File: src/rtl/cpstr_man_rx.sv
// cpstr_man_rx : escape-coded stream demultiplexer.
//
// A single muxed byte stream carries data for up to NUM_STREAMS output lanes.
// An escape byte followed by a small index selects the active lane; a doubled
// escape byte is a literal escape data byte. Every other non-escape byte is
// data for the currently selected lane. Output bytes go through one holding
// register, so at most one lane is valid at a time.
//
// Ports
//   i_clk           single clock, all logic on the rising edge
//   i_rst_n         asynchronous active-low reset
//   i_data/i_valid  muxed input byte; accepted when i_valid && o_ready
//   o_ready         combinational: holding register empty or its sink ready
//   o_data          hold_data replicated on every lane (lane k = [8k +: 8])
//   o_valid         one-hot (or zero) valid for the lane the held byte targets
//   i_ready         per-lane sink ready
//   o_stridx        currently selected lane, zero-extended to 8 bits
//   o_stridx_valid  a lane has been selected since reset
//   o_err           one-cycle pulse after a bad escape or an unrouted data byte
//
// Parser states
//   state  | meaning
//   S_DATA | normal: bytes are data, or ESC_CHAR starts an escape
//   S_ESC  | escape seen: next byte is literal ESC_CHAR or a lane index

module cpstr_man_rx #(
  parameter int         NUM_STREAMS = 3,
  parameter logic [7:0] ESC_CHAR    = 8'd27
) (
  input  logic                     i_clk,
  input  logic                     i_rst_n,
  input  logic [7:0]               i_data,
  input  logic                     i_valid,
  output logic                     o_ready,
  output logic [8*NUM_STREAMS-1:0] o_data,
  output logic [NUM_STREAMS-1:0]   o_valid,
  input  logic [NUM_STREAMS-1:0]   i_ready,
  output logic [7:0]               o_stridx,
  output logic                     o_stridx_valid,
  output logic                     o_err
);

  localparam int         IDX_W = (NUM_STREAMS > 1) ? $clog2(NUM_STREAMS) : 1;
  localparam logic [7:0] NUM_B = 8'(NUM_STREAMS);

  typedef enum logic {
    S_DATA = 1'b0,
    S_ESC  = 1'b1
  } state_t;

  state_t           state;
  state_t           state_nxt;

  logic             accept;
  logic             is_esc;
  logic             is_sel;

  logic             load;
  logic             sel_load;
  logic             err_set;

  logic [IDX_W-1:0] sel_idx;
  logic             sel_valid;

  logic [7:0]       hold_data;
  logic [IDX_W-1:0] hold_idx;
  logic             hold_valid;

  // Backpressure looks only at the sink of the byte currently held.
  assign o_ready = !hold_valid || i_ready[hold_idx];
  assign accept  = i_valid && o_ready;
  assign is_esc  = (i_data == ESC_CHAR);
  assign is_sel  = (i_data < NUM_B);

  always_ff @(posedge i_clk or negedge i_rst_n) begin
    if (!i_rst_n) begin
      state <= S_DATA;
    end else begin
      state <= state_nxt;
    end
  end

  always_comb begin
    state_nxt = state;
    if (accept) begin
      case (state)
        S_DATA:  state_nxt = is_esc ? S_ESC : S_DATA;
        S_ESC:   state_nxt = S_DATA;
        default: state_nxt = S_DATA;
      endcase
    end
  end

  // A data byte, literal or plain, is only routable once a lane is selected.
  // The literal escape is i_data itself, so the load path never muxes data.
  always_comb begin
    load     = 1'b0;
    sel_load = 1'b0;
    err_set  = 1'b0;
    if (accept) begin
      case (state)
        S_DATA: begin
          if (!is_esc) begin
            load    = sel_valid;
            err_set = !sel_valid;
          end
        end
        S_ESC: begin
          if (is_esc) begin
            load    = sel_valid;
            err_set = !sel_valid;
          end else if (is_sel) begin
            sel_load = 1'b1;
          end else begin
            err_set = 1'b1;
          end
        end
        default: begin
          load     = 1'b0;
          sel_load = 1'b0;
          err_set  = 1'b0;
        end
      endcase
    end
  end

  always_ff @(posedge i_clk or negedge i_rst_n) begin
    if (!i_rst_n) begin
      sel_idx   <= '0;
      sel_valid <= 1'b0;
    end else if (sel_load) begin
      sel_idx   <= i_data[IDX_W-1:0];
      sel_valid <= 1'b1;
    end
  end

  // hold_idx is latched with the byte so a later lane switch cannot redirect
  // a byte still waiting on a stalled sink. A new load wins over a drain.
  always_ff @(posedge i_clk or negedge i_rst_n) begin
    if (!i_rst_n) begin
      hold_data  <= 8'd0;
      hold_idx   <= '0;
      hold_valid <= 1'b0;
    end else if (load) begin
      hold_data  <= i_data;
      hold_idx   <= sel_idx;
      hold_valid <= 1'b1;
    end else if (hold_valid && i_ready[hold_idx]) begin
      hold_valid <= 1'b0;
    end
  end

  always_ff @(posedge i_clk or negedge i_rst_n) begin
    if (!i_rst_n) begin
      o_err <= 1'b0;
    end else begin
      o_err <= err_set;
    end
  end

  always_comb begin
    o_valid = '0;
    for (int k = 0; k < NUM_STREAMS; k++) begin
      o_valid[k] = hold_valid && (hold_idx == IDX_W'(k));
    end
  end

  assign o_data         = {NUM_STREAMS{hold_data}};
  assign o_stridx       = {{(8-IDX_W){1'b0}}, sel_idx};
  assign o_stridx_valid = sel_valid;

endmodule

File: config.mk
export PLATFORM = sky130hd
export DESIGN_NAME = cpstr_man_rx
export DESIGN_NICKNAME = d
export VERILOG_FILES = /design/src/rtl/cpstr_man_rx.sv
export SDC_FILE = /design/constraint.sdc
export NUM_CORES = 1
export LEC_CHECK = 0
export CORE_MARGIN = 3
export CORE_UTILIZATION = 25
export DETAILED_ROUTE_END_ITERATION = 16
export MAX_ROUTING_LAYER = met4
export PLACE_DENSITY = 0.53
export SYNTH_ARGS = -nofsm -noshare
export SYNTH_HDL_FRONTEND = slang
export SYNTH_SLANG_ARGS = --single-unit
File: constraint.sdc
create_clock -name i_clk -period 2.3 [get_ports i_clk]
set_clock_uncertainty 0.15 [all_clocks]
set_input_delay 0.46 -clock i_clk [delete_from_list [all_inputs] [get_ports i_clk]]
set_output_delay 0.46 -clock i_clk [all_outputs]
set_load 0.02 [all_outputs]
# Word level (Yosys, flattened, before mapping)
# Index checks and enable logic that the tools add are counted.
[totals]
regBits = 16
input_bits = 14
out_inout_bits = 38
wordCells = 42
[op_classes]
magnitude_cmp = 2
eq_ne = 3
mux = 19
n_bitwise = 1
reduce_logical = 10
[ops]
columns = ["op", "n"]
rows = [
  ["1-bit 2-to-1 mux", 15],
  ["8-bit by 5-bit equality test with 1-bit output, second input constant", 1],
  ["8-bit by 2-bit less-than comparator with 1-bit output, second input constant", 1],
  ["1-bit one-hot mux with 2 select lines", 3],
  ["1-bit logical AND", 5],
  ["2-bit by 3-bit less-than comparator with 1-bit output, second input constant", 1],
  ["1-bit binary-select mux with 2-bit select", 1],
  ["2-bit by 1-bit equality test with 1-bit output, second input constant", 1],
  ["2-bit equality test, second input constant", 1],
  ["1-bit logical NOT", 2],
  ["2-bit logical NOT", 1],
  ["2-bit nonzero test", 1],
  ["1-bit logical OR", 1],
  ["1-bit NOT", 1],
]

# Longest topological paths before layout
# Gate-level depths: netlist of the first run.
[logic_depth]
depth_word = 6
ltp_mapped = 5

# Worst setup path after synthesis of the first run
# OpenSTA, ideal clock, no wires.
[synth_path]
path_type = "input -> register"
startpoint = "input i_data[2]"
endpoint = "register hold_data[0]"
arrival_ps = 1759
required_time_ps = 2025
path_slack_ps = 266
path_stages = 4
n_path_buf = 0
cell_sequence = "or4_4 nor3_1 nand4b_4 mux2_2"
[synth_between]
elab_chain_len = 4
[synth_lines]
columns = ["item", "line", "rtl"]
rows = [
  ["from (decl)", "32", "input logic [7:0] i_data,"],
  ["8-bit by 5-bit equality test with 1-bit output *", "72", "assign is_esc = (i_data == ESC_CHAR);"],
  ["1-bit 2-to-1 mux (on tied branches)", "109, 103", ""],
  ["1-bit one-hot mux with 2 select lines *", "101", "case (state)"],
  ["1-bit 2-to-1 mux *", "100", "if (accept) begin"],
  ["to (signal assigned)", "145", "hold_data <= i_data;"],
  ["to (decl)", "65", "logic [7:0] hold_data;"],
]
# Mark *: on every way between the ends. The rest lies on a longest branch, timed or not.
# A chain may end at the register's enable or synchronous reset.

# Worst setup path in the final report of the first run
[layout_path]
startpoint = "input i_data[2]"
endpoint = "register hold_data[1]"
# Same word-level chain as after synthesis.

==> results of run 1 <==
## path summary, 6_finish.rpt
check / slack, ps / end / cells past startpoint / start
max: 50 / hold_data[1] / 5 / i_data[2]
min: 370 / hold_data[6] / 2 / i_rst_n
max reg2reg: 280 / hold_data[1] / 5 / hold_idx[1]
min reg2reg: 390 / sel_idx[0] / 1 / sel_idx[0]
max in group asynchronous: 1440 / hold_idx[1] / 2 / i_rst_n
min in group i_clk: 390 / sel_idx[0] / 1 / sel_idx[0]
## power by group
part           internal, uW  total [uW]  leakage (uW)  switching (uW)
logic                  41.2        81.0      0.000333            39.9
clock network           116         208     0.0000216            91.5
registers               284         287      0.000221            2.60
total                   442         576      0.000576             134
## critical path, stage by stage
cell and delay [ps]:
clkdlybuf4s50_1 430, or4_4 590, nor3_4 190, nand4b_4 210
mux2_2 350
## sequential cells by signal (all words and copies together), names as in the netlist
register and count:
hold_idx 2, sel_idx 2, hold_data 8, o_stridx_valid 1, hold_valid 1, state 1, o_err 1
## cells in the mapped netlist
cell             instances
buf_4                   23
dfrtp_1                 16
mux2_2                  10
a32oi_1                  4
nand2_1                  4
nor2_1                   4
o2bb2ai_1                4
nor3_1                   3
inv_1                    2
nand2b_1                 2
nand3_1                  2
or2_2                    2
a211oi_1                 1
a21oi_1                  1
and2b_1                  1
clkdlybuf4s25_2          1
conb_1                   1
nand4_1                  1
nand4b_4                 1
o21ai_2                  1
o21ba_2                  1
o221a_2                  1
o221ai_1                 1
or4_4                    1
## logic make-up (layout without fill, tap and decap cells)
kind of cell           count (synthesis)  after routing  share of synthesized area, %
AOI/OAI and AO/OA                     14             14                          12.7
buffers and inverters                 26             58                          19.9
DFF                                   16             16                          41.8
muxes                                 10             10                          11.8
other                                  1              6                         0.392
and+or+nand+nor                       21             21                          13.5
## routing by layer
layer	share of wire, %	wire [um]
met1	46	1000
met5	0	0
met3	9.8	212
met4	2.0	44
met2	42	895
## final cells by class
class	instances	area [um2]
Multi-Input combinational cell	51	397
Fill cell	362	2110
Tap cell	46	57.6
Inverter	2	7.51
Sequential cell	16	400
Clock buffer	3	41.3
Timing Repair Buffer	53	510
## stage by stage
| step | util [%] | cells | instance area, um2 | TNS [ps] |
|---|---|---|---|---|
| 2_1_floorplan | - | 93 | 976 | 0 |
| 3_5_place_dp | 38.7 | 168 | 1360 | -2590 |
| 4_1_cts | 39.9 | 171 | 1410 | 0 |
| 6_report | 40.2 | 171 | 1410 | 0 |
| 3_3_place_gp | 38.7 | 168 | 1360 | -2300 |
| 5_1_grt | 40.2 | 171 | 1410 | 0 |
==> metrics.cfg, run 1 <==
[sta]
whs_ps = 375
min_period_ps = 2250
worst_slack_ps = 45.2
rsz0062_at_grt = false
finalSetupViolations = 0
max_freq_mhz = 444
drv_slew = 0
finalCritPeriodShare_pct = 98.0
hold_viol = 0

[setup_path]
crit_fanout = 7
worstPathRequired_ps = 2280
critPathCaptureType = flop
start_kind = input port
critPathKind = in -> reg
cp.arrival_ps = 2240

[synthesis]
synthCells = 88
yosysTopAreaCell = dfrtp_1
synth_cell_types = 24
syn_area_um2 = 957
synth_area_leaders = dfrtp_1, buf_4, mux2_2
syn_area_per_cell_um2 = 10.9
ys.warnings.count = 0
ys_ff_latch = 16
synth_seq_area_share_pct = 41.8
yosys.area.top_type_share_pct = 41.8

[power]
power_per_cell_area_mw_per_mm2 = 407
leakage_uw = 0.000576
p_total_uw = 576
ir_drop_mv = 0.146

[place]
place_hpwl_mm = 1.69
place_congestion = 0.717
io_buffers = 45
pre_cts_slack_ps = -268

[clock_network]
cts-root-buf = clkbuf_8
clkSlewWorstSetupHoldPaths_ps = 60
cts_tree = built
ctsResizeCount = 2
htreeDepth = 1
cts_buffer_depth = 2
cts_hold_buf = 0
numCtsBuffers = 3
cts_setup_buffers = 0
clk_latency_ps = 250
cts_sinks = 16

[floorplan]
fp.dieH_um = 67.9
core_area_mm2 = 0.00352
ios = 52
start_util_pct = 27.2
die_w_um = 67.9
die_area_mm2 = 0.00461
fp-row-count = 21

[grt]
grt_max_degree = 17
gr-total-overflow = 0
antenna_found_initial = 0
use_met3_pct = 3.78
grt_util_met2_pct = 14.0
grt_pass1_wl_mm = 3.51
grt_pass1_vias = 769
busiest_layer = met1
use_met1_pct = 14.7
grtUsageTotal_pct = 10.9

[route]
routed_wl_mm = 2.16
viasPerCell = 4.43
vias = 758
drtAntennaViolNets = 0
drtIter0Drc = 28
wl_per_cell_um = 12.6
drc = 0
first_pass_iters = 5

[cells_and_area]
antenna_cells = 0
final_common_cell = clkdlybuf4s50_1
final_cell_mix = clkdlybuf4s50_1, dfrtp_1, mux2_2
fin_nets = 141
drive_above_1_share_pct = 23.2
area_growth_pct = 47.7

[hold_path]
min_path_type = in -> async

[status]
status = completed

[job]
drv_cap = 0

Power figures use the tool's default switching activity.
==> inputs of run 2 (changes only) <==
--- a/config.mk
+++ b/config.mk
@@ -10,6 +10,7 @@
 export DETAILED_ROUTE_END_ITERATION = 16
 export MAX_ROUTING_LAYER = met4
 export PLACE_DENSITY = 0.53
+export SETUP_SLACK_MARGIN = 0.02
 export SYNTH_ARGS = -nofsm -noshare
 export SYNTH_HDL_FRONTEND = slang
 export SYNTH_SLANG_ARGS = --single-unit
==> run 2 against run 1 <==
Net effect: clock power hardly changed; non-clock buffer count stayed put; via count is 0.40% higher; sequential power hardly changed; cell area is 0.88% higher; critical path type unchanged; highest routed layer unchanged.
==> metrics.cfg, run 2 (synthesis results as in run 1) <==
[clock_network]
cts_buffer_depth = 2  ; unchanged
cts_setup_buffers = 0  ; unchanged
cts_hold_buf = 0  ; unchanged
clk_latency_ps = 250  ; about the same
htreeDepth = 1  ; unchanged
cts_sinks = 16  ; unchanged
cts_tree = built
numCtsBuffers = 3  ; unchanged
clkSlewWorstSetupHoldPaths_ps = 60  ; about the same
cts-root-buf = clkbuf_8

[route]
routed-wl-met3_um = 220  ; +3.8%
first_pass_iters = 5  ; unchanged
drc = 0  ; unchanged
vias = 761  ; +0.40%
drtIter0Drc = 41  ; +46%
met2_length_um = 909  ; +1.6%
viasPerCell = 4.45  ; +0.40%
highest_layer = met4
wl_met1_mm = 1.01  ; +0.50%
wl_per_cell_um = 12.8  ; +1.2%
routed_wl_mm = 2.18  ; +1.2%
drtAntennaViolNets = 0  ; unchanged

[floorplan]
fp.dieH_um = 67.9  ; unchanged
fp-row-count = 21  ; unchanged
die_w_um = 67.9  ; unchanged
start_util_pct = 27.2  ; unchanged
core_area_mm2 = 0.00352  ; unchanged
die_area_mm2 = 0.00461  ; unchanged
ios = 52  ; unchanged

[sta]
drv_slew = 0  ; unchanged
hold_viol = 0  ; unchanged
finalCritPeriodShare_pct = 96.5  ; -1.5 points
worst_slack_ps = 79.7  ; +34.5 ps
min_period_ps = 2220  ; -34.5 ps
rsz0062_at_grt = false
finalSetupViolations = 0  ; unchanged
max_freq_mhz = 450  ; +1.6%

[cells_and_area]
fin_area_mm2 = 0.00143  ; +0.88%
final_common_cell = clkdlybuf4s50_1
fin_nets = 141  ; unchanged
final_cell_mix = clkdlybuf4s50_1, dfrtp_1, mux2_2
largest_register_ffs = 8  ; unchanged
drive_above_1_share_pct = 23.2  ; unchanged
area_growth_pct = 49.0
reg_top3 = hold_data (8), hold_idx (2), sel_idx (2)
antenna_cells = 0  ; unchanged
top_register = hold_data

[grt]
antenna_found_initial = 0  ; unchanged
gr-total-overflow = 0  ; unchanged
grtUsageTotal_pct = 10.9  ; unchanged
grt_pass1_wl_mm = 3.51  ; unchanged
grt_max_degree = 17  ; unchanged
grt_pass1_vias = 769  ; unchanged

[setup_path]
cp.arrival_ps = 2200  ; -40 ps
worstPathRequired_ps = 2280  ; about the same
cp-startpoint = i_data[6]
critPathKind = in -> reg
start_kind = input port
crit_fanout = 5  ; -2
critPathCaptureType = flop
r2r-start = hold_idx[1]

[hold_path]
min_path_type = in -> async

[place]
place_congestion = 0.717  ; unchanged
place_hpwl_mm = 1.69  ; unchanged
io_buffers = 45  ; unchanged
pre_cts_slack_ps = -268  ; unchanged
place_area_mm2 = 0.00136  ; unchanged

[power]
power_per_cell_area_mw_per_mm2 = 404  ; -0.78%
ir_drop_mv = 0.146  ; about the same
leakage_uw = 0.000614  ; +6.7%
p_total_uw = 576  ; +0.10%

[status]
status = completed

[job]
drv_cap = 0  ; unchanged

run 2: layout make-up:
| type | count | area [um2] |
|---|---|---|
| multi-input combinational | 51 | 404 |
| fill | 360 | 2090 |
| clock buffer | 3 | 41.3 |
| sequential | 16 | 400 |
| tap | 46 | 57.6 |
| inverter | 2 | 7.51 |
| timing repair buffer | 53 | 515 |
run 2: report_power, final:
part           switching [uW]  internal [uW]
clock                    91.6            116
sequential               2.62            284
combinational            40.3           41.2
total                     135            442
run 2: path summary, 6_finish.rpt:
check,endpoint,slack [ps],cells past startpoint
setup / recovery,sel_idx[1],80,5
max in group asynchronous,hold_idx[1],1440,2
hold reg to reg,sel_idx[0],390,1
hold / removal,hold_data[6],370,2
min in group i_clk,sel_idx[0],390,1
setup reg to reg,hold_data[1],280,5
run 2: timing repair:
action	4_1_cts	5_1_grt
gates resized for setup	2	5
setup endpoints to repair	7	9
pin swaps	0	2
run 2: worst max-delay path, cell delays in order:
cell	delay, ps
clkdlybuf4s50_1	420
or4_4	600
nor3_1	240
buf_4	160
mux2_2	320
run 2: metal layers:
| layer | track usage [%] | vias to the layer above |
|---|---|---|
| met5 | - | - |
| met4 | 5.96 | 0 |
| met3 | 3.78 | 4 |
| met2 | 14.0 | 45 |
| met1 | 14.7 | 348 |
| li1 | - | 364 |
run 2: metrics by stage:
stage	std cells	setup TNS (ps)	hold WS, ps	utilization (%)
floorplan	93	0	14.4	-
global placement	168	-2300	392	38.7
detailed placement	168	-2590	378	38.7
CTS	171	0	386	39.9
global route	171	0	406	40.5
finish	171	0	374	40.5
